### config.mk
export PLATFORM = sky130hd
export DESIGN_NAME = uart_ram_loader
export DESIGN_NICKNAME = d
export VERILOG_FILES = /design/src/rtl/uart_ram_loader.sv
export SDC_FILE = /design/constraint.sdc
export NUM_CORES = 1
export LEC_CHECK = 0
export CAP_MARGIN = 20
export CORE_ASPECT_RATIO = 1.5
export CORE_MARGIN = 2
export CORE_UTILIZATION = 27
export DETAILED_ROUTE_END_ITERATION = 10
export HOLD_SLACK_MARGIN = 0.02
export MAX_ROUTING_LAYER = met4
export PLACE_DENSITY = 0.47
export SLEW_MARGIN = 20
export SYNTH_ARGS = -nofsm -noshare
export SYNTH_HDL_FRONTEND = slang
export SYNTH_SLANG_ARGS = --single-unit
### constraint.sdc
create_clock -name clk -period 2.7 [get_ports clk]
set_clock_uncertainty 0.15 [all_clocks]
set_input_delay 0.27 -clock clk [delete_from_list [all_inputs] [get_ports clk]]
set_output_delay 0.27 -clock clk [all_outputs]
set_load 0.05 [all_outputs]
### src/rtl/uart_ram_loader.sv
// UART 8N1 receiver that packs four bytes little-endian into 32-bit words and
// streams them to consecutive RAM word addresses through a one-cycle write strobe.
module uart_ram_loader #(
   parameter int          WIDTH    = 32,
   parameter int          CLKDIV   = 434,
   parameter int unsigned BASEADDR = 0,
   parameter int unsigned DEPTH    = 411700
) (
   input  logic             clk,
   input  logic             nrst,
   input  logic             datai,
   output logic             wram,
   output logic [WIDTH-1:0] ramaddress,
   output logic [WIDTH-1:0] wramdata,
   output logic             done,
   output logic             frameerr
);

   localparam int CW = $clog2(CLKDIV);

   localparam logic [CW-1:0] FULL_BIT = CW'(CLKDIV - 1);
   localparam logic [CW-1:0] HALF_BIT = CW'(CLKDIV / 2 - 1);

   localparam logic [2:0] S_IDLE  = 3'd0;
   localparam logic [2:0] S_START = 3'd1;
   localparam logic [2:0] S_DATA  = 3'd2;
   localparam logic [2:0] S_STOP  = 3'd3;
   localparam logic [2:0] S_BREAK = 3'd4;

   logic          meta;
   logic          rx;
   logic [2:0]    state;
   logic [CW-1:0] cnt;
   logic [2:0]    bit_cnt;
   logic [7:0]    shreg;
   logic [1:0]    lane;
   logic [31:0]   word_buf;
   logic [31:0]   index;

   // NOTE: both synchroniser flops reset to 1 so that leaving reset never looks like a start bit.
   always_ff @(posedge clk) begin
      if (!nrst) begin
         meta <= 1'b1;
         rx   <= 1'b1;
      end else begin
         meta <= datai;
         rx   <= meta;
      end
   end

   // NOTE: every register here is sequential state, so only non-blocking assignments are used;
   // later assignments to wram/ramaddress in the same edge override the pulse-retire defaults.
   always_ff @(posedge clk) begin
      if (!nrst) begin
         state      <= S_IDLE;
         cnt        <= '0;
         bit_cnt    <= '0;
         shreg      <= '0;
         lane       <= '0;
         word_buf   <= '0;
         index      <= '0;
         wram       <= 1'b0;
         ramaddress <= WIDTH'(BASEADDR);
         wramdata   <= '0;
         done       <= 1'b0;
         frameerr   <= 1'b0;
      end else begin
         // Retire a write pulse: advance to the next word address.
         if (wram) begin
            wram       <= 1'b0;
            index      <= index + 32'd1;
            ramaddress <= WIDTH'(BASEADDR + index + 32'd1);
            if (index + 32'd1 == DEPTH)
               done <= 1'b1;
         end

         case (state)
            S_IDLE: begin
               if (!rx) begin
                  cnt   <= HALF_BIT;
                  state <= S_START;
               end
            end
            S_START: begin
               if (cnt != '0) begin
                  cnt <= cnt - 1'b1;
               end else if (rx) begin
                  state <= S_IDLE;
               end else begin
                  cnt     <= FULL_BIT;
                  bit_cnt <= '0;
                  state   <= S_DATA;
               end
            end
            S_DATA: begin
               if (cnt != '0) begin
                  cnt <= cnt - 1'b1;
               end else begin
                  shreg   <= {rx, shreg[7:1]};
                  cnt     <= FULL_BIT;
                  bit_cnt <= bit_cnt + 1'b1;
                  if (bit_cnt == 3'd7)
                     state <= S_STOP;
               end
            end
            S_STOP: begin
               if (cnt != '0) begin
                  cnt <= cnt - 1'b1;
               end else if (rx) begin
                  state                       <= S_IDLE;
                  lane                        <= lane + 1'b1;
                  word_buf[{lane, 3'b000} +: 8] <= shreg;
                  if (lane == 2'd3 && !done) begin
                     wram     <= 1'b1;
                     wramdata <= WIDTH'({shreg, word_buf[23:0]});
                  end
               end else begin
                  frameerr <= 1'b1;
                  state    <= S_BREAK;
               end
            end
            S_BREAK: begin
               if (rx)
                  state <= S_IDLE;
            end
            default: state <= S_IDLE;
         endcase
      end
   end

endmodule

**Word-level counts from Yosys, hierarchy flattened**

Cells that the tools add are included.

- Bits in registers: 126
- Latch bits: 0
- RAM bits: 0
- Bits in read-only memories: 0
- Bits of input ports: 3
- Logic and storage cells: 76
- Memories: 0

- Add/sub/neg operators: 5
- Multipliers: 0
- Divide/modulo/power cells: 0
- Order comparisons: 0
- Equality and inequality tests: 16
- Shift-type cells: 2
- Multiplexer cells: 21
- Bitwise gates (word level): 4
- Reduce and logical (&&, ||, !) cells: 15

Operators by type and width:

| kind | number |
|---|---|
| 9-bit two-way mux | 5 |
| 9-bit one-hot mux with 4 select lines | 1 |
| 32-bit by 1-bit adder with 32-bit output, second input constant | 1 |
| 32-bit bitwise mux | 1 |
| 32-bit by 19-bit equality test with 1-bit output, second input constant | 1 |
| 8-bit by 7-bit variable shift with 32-bit output, first input constant | 1 |
| 8-bit by 7-bit indexed part select with 32-bit output | 1 |
| 3-bit two-way mux | 10 |
| 2-bit != test, second input constant | 8 |
| 3-bit one-hot mux with 5 select lines | 1 |
| 4-bit AND reduction | 3 |
| 9-bit nonzero test | 1 |
| 9-bit by 1-bit subtractor with 9-bit output, second input constant | 1 |
| 5-bit negator with 7-bit output | 1 |
| 3-bit by 2-bit equality test with 1-bit output, second input constant | 2 |
| 3-bit equality test, second input constant | 2 |
| 3-bit one-hot mux with 2 select lines | 1 |
| 3-bit AND reduction | 2 |
| 6-bit AND reduction | 1 |
| 1-bit inverter | 4 |
| 2-bit AND reduction | 2 |
| 4-bit nonzero test | 1 |
| 4-bit OR reduction | 1 |
| 3-bit by 1-bit adder with 3-bit output, second input constant | 1 |
| 10 further kinds | 10 |

**Depth between registers and ports, before layout**

- Depth after elaboration: 4
- Gate-level depth with buffers: 9
- Gate-level depth less buffers: 9

**Worst setup path after synthesis**

OpenSTA, ideal clock, no wires.

- Path kind: reg-to-reg
- Start point: reg index[0]
- End point: reg done
- Library setup time: 0.062 ns
- Arrival: 2.564 ns
- Required time: 2.488 ns
- Slack: -0.076 ns
- Stages on the path, launching flop included: 9
- Cell sequence: dfxtp_1 ha_1 nand3_1 nor4_4 xor2_1 nor3_1 nand4_1 a2111oi_0 a32o_1

- Longest elaborated chain between the ends: 3

RTL lines:

| what | line | text |
|---|---|---|
| start, declared | 38 | `logic [31:0] index;` |
| start signal, assigned | 71 | `index <= index + 32'd1;` |
| 32-bit by 1-bit adder with 32-bit output | 73 | `if (index + 32'd1 == DEPTH)` |
| 32-bit by 19-bit equality test with 1-bit output | 73 |  |
| 2-bit AND reduction (no source line) | - |  |
| end signal, assigned | 65 | `done <= 1'b0;` |
| end signal, assigned | 74 | `done <= 1'b1;` |
| end, declared | 15 | `output logic done,` |

No other way between the ends.
A chain may end at the register's enable or synchronous reset.

**Final worst setup path**

Same ends and word-level chain as after synthesis.

==> impl_results.md <==
* Root Buffer: clkbuf_16
* Vias per cell at 4.78
* Initial antenna violation count at 0
* Crit path max-delay family: simple AND/OR/NAND/NOR gates
* Max Clock Freq at 405 MHz
* Post-route DRC at 0
* Crit path DAT at between 2 and 3 ns
* Post-layout power at roughly 4700 uW
* VDD IR-drop max at 373 uV
* Clk sinks at 118
* RSZ-0062 raised after global routing: false
* Cts-stage hold buffer count at 0
* Vias in the first global route at 4883
* Largest net degree at the start of global routing at 118
* Worst-path clk slew at 0.06 ns
* Post-synth EDFFs at 0
* Syn Nets at 695
* WP buf/inv at 0
* Core Region at approximately 22000 um2
* Leakage at 0.00255 uW
* Register area share after synthesis at 0.402
* Layout cells sized above 1 at 0.127
* Die X at 125 um
* Max-cap viol count at 0
* Outcome: completed
* CTS tree: done
* DRT antenna net count at 0
* Initial DRT Pass Iterations at 4
* Setup TNS at 0 ns
* HP Class: primary input to register
* WL per Instance at 14.6 um
* Slew Viols, Final at 0
* Ys async rst share at 0
* Via count at a little under 5000
* Min Tclk post-route at 2.47 ns
* Kind of critical path: register to register
* Die Y-Extent at 185 um
* CP max stage delay at 0.47 ns
* Final hold slack at 0.277 ns
* Worst Path Required at slightly below 3 ns
* Iter 0 DRT Violations at 261
* Crit-path max FO at 7
* Die Footprint at 23000 um2
* Pwr/cell area at 632 nW/um2
* Cts bufs inserted at 17
* Final setup violation count at 0
* Avg Inst Size Synth at 8.64 um2
* Final RePlAce weighted congestion at between 0.7 and 0.8
* Rel. slew slack at 0.353
* Grt total ovfl at 0
* Clk buf depth at 2
* Slowest-stage cell, CP: a2111oi_1
* ANT cells at 0
* CP endpoint kind: register
* Flops & latches, synth at 118
* Yosys cell types at 63
* Hold Fails Final Rpt at 0
* Worst-margin pin slew at 0.971 ns
* IO Pins at 70
* Area after DPL at 6860 um2
* Post-route insts no fill at a little over 1000
* Critical path launch point type: register
* Area Overhead vs Synth at 27.6%
* Total GRT Usage at 0.140
* Crit-path cells: ha_1 -> nand3_1 -> nor4_4 -> and3_1 -> nand2_1 -> a2111oi_1 -> a32o_1
* Latest clock arrival within the worst-skew pair at 0.42 ns
* Final nets at roughly 760
* Synthesized area at 5880 um2
* Post-Place Cells at 996
* Period utilization at 0.914
* Initial core utilization at 0.273
* Post-route design area at 7500 um2
* # rows at 66
* Top FF cell, synth: dfxtp_1
* Cells after Synth at 681
* I/O Buffers at 69
* H-tree levels at 4
* First-pass GRT wire length at 25000 um
* Hpwl dp at 10500 um
* Drt total wl at between 10000 and 15000 um
* Syn. warnings at 0
[logic make-up (layout without fill, tap and decap cells)]
kind of cell / after synthesis / count (layout) / share of synthesized area
AO/OA/AOI/OAI: 125 / 125 / 0.169
buffers and inverters: 50 / 126 / 0.0381
XOR/XNOR: 43 / 43 / 0.0640
AND/OR/NAND/NOR: 331 / 331 / 0.298
multiplexers: 3 / 3 / 0.00532
adder cells (fa/ha/maj): 11 / 11 / 0.0234
flip-flops: 118 / 118 / 0.402
[final timing paths]
path / from / to / slack [ns] / depth (start not counted)
min reg2reg: meta$_SDFF_PN1_ / rx$_SDFF_PN1_ / 0.28 / 1
min: datai / meta$_SDFF_PN1_ / 0.28 / 2
max reg2reg: index[0]$_SDFFE_PN0P_ / done$_SDFFE_PN0P_ / 0.23 / 7
max: index[0]$_SDFFE_PN0P_ / done$_SDFFE_PN0P_ / 0.23 / 7
[registers in the layout (all words and copies together) (netlist names)]
register,cells
meta,1
frameerr,1
cnt,9
bit_cnt,3
wramdata,32
wram,1
index,32
rx,1
state,3
lane,2
word_buf,24
shreg,8
done,1
[synthesized netlist by cell type, types with 9 or more instances]
cell      instances  area [um2]
nand2_1         140         526
a21boi_2         30         338
dfxtp_1         118        2360
ha_1             11         138
xor2_1           12         105
xnor2_1          31         272
clkbuf_1         31         116
nand4_1          17         106
and2_1           35         219
a21boi_0         38         285
and3_1            9        56.3
nor2b_1          10        62.6
nand3_1          46         230
o21ai_0          13        65.1
a21oi_1          12        60.1
nor2_1           24        90.1
[power by group]
part           internal (uW)  switching [uW]
Clock                   1580             864
Combinational            200             260
Sequential              1780            59.5
Total                   3550            1180
[worst reg2reg max path: stages (launching register included)]
cell and delay (ns):
dfxtp_2 0.39, ha_1 0.19, nand3_1 0.25, nor4_4 0.34
and3_1 0.31, nand2_1 0.08, a2111oi_1 0.47, a32o_1 0.23
[through the flow]
| stage | worst slack (ns) | util |
|---|---|---|
| finish | 0.233 | 0.348 |
| global route | 0.0436 | 0.348 |
| CTS | 0.0371 | 0.348 |
| detailed placement | 0.0477 | 0.318 |
| global placement | 0.180 | 0.318 |
| floorplan | 0.0186 | - |
[routing by layer]
| layer | routed length (um) | vias to the layer above | global-route usage |
|---|---|---|---|
| li1 | - | 2478 | - |
| met2 | 7940 | 94 | 0.250 |
| met4 | 382 | 0 | 0.0638 |
| met3 | 410 | 26 | 0.0337 |
| met1 | 6240 | 2317 | 0.144 |
| met5 | 0 | - | - |
[timing repair]
action,in CTS,in global routing
endpoints found under the setup margin,0,1
gates resized for setup,0,1
setup buffers,0,1
[cell usage in the layout, fill, tap and decap left out, types with 4 or more instances in the layout]
master           count
a21boi_0            38
a21boi_2            30
a21oi_1             12
a31oi_1              7
and2_1              35
and3_1               9
buf_4               18
bufinv_16            4
clkbuf_16           17
clkdlybuf4s50_1     68
clkinv_4             5
dfxtp_1            116
ha_1                11
inv_1                6
nand2_1            140
nand2b_1             4
nand3_1             46
nand4_1             17
nor2_1              24
nor2b_1             10
nor3_1               8
nor3b_1              6
o21a_1               4
o21ai_0             13
xnor2_1             31
xor2_1              12
[layout make-up]
type	count	area (um2)
fillers	2215	14100
multi-input cells	513	3300
flip-flops and latches	118	2360
repair buffers	88	841
clock buffers	18	439
well taps	272	340
clock inverters	14	199
inverters	6	22.5
Note: power is estimated with default switching activity, not from simulation.
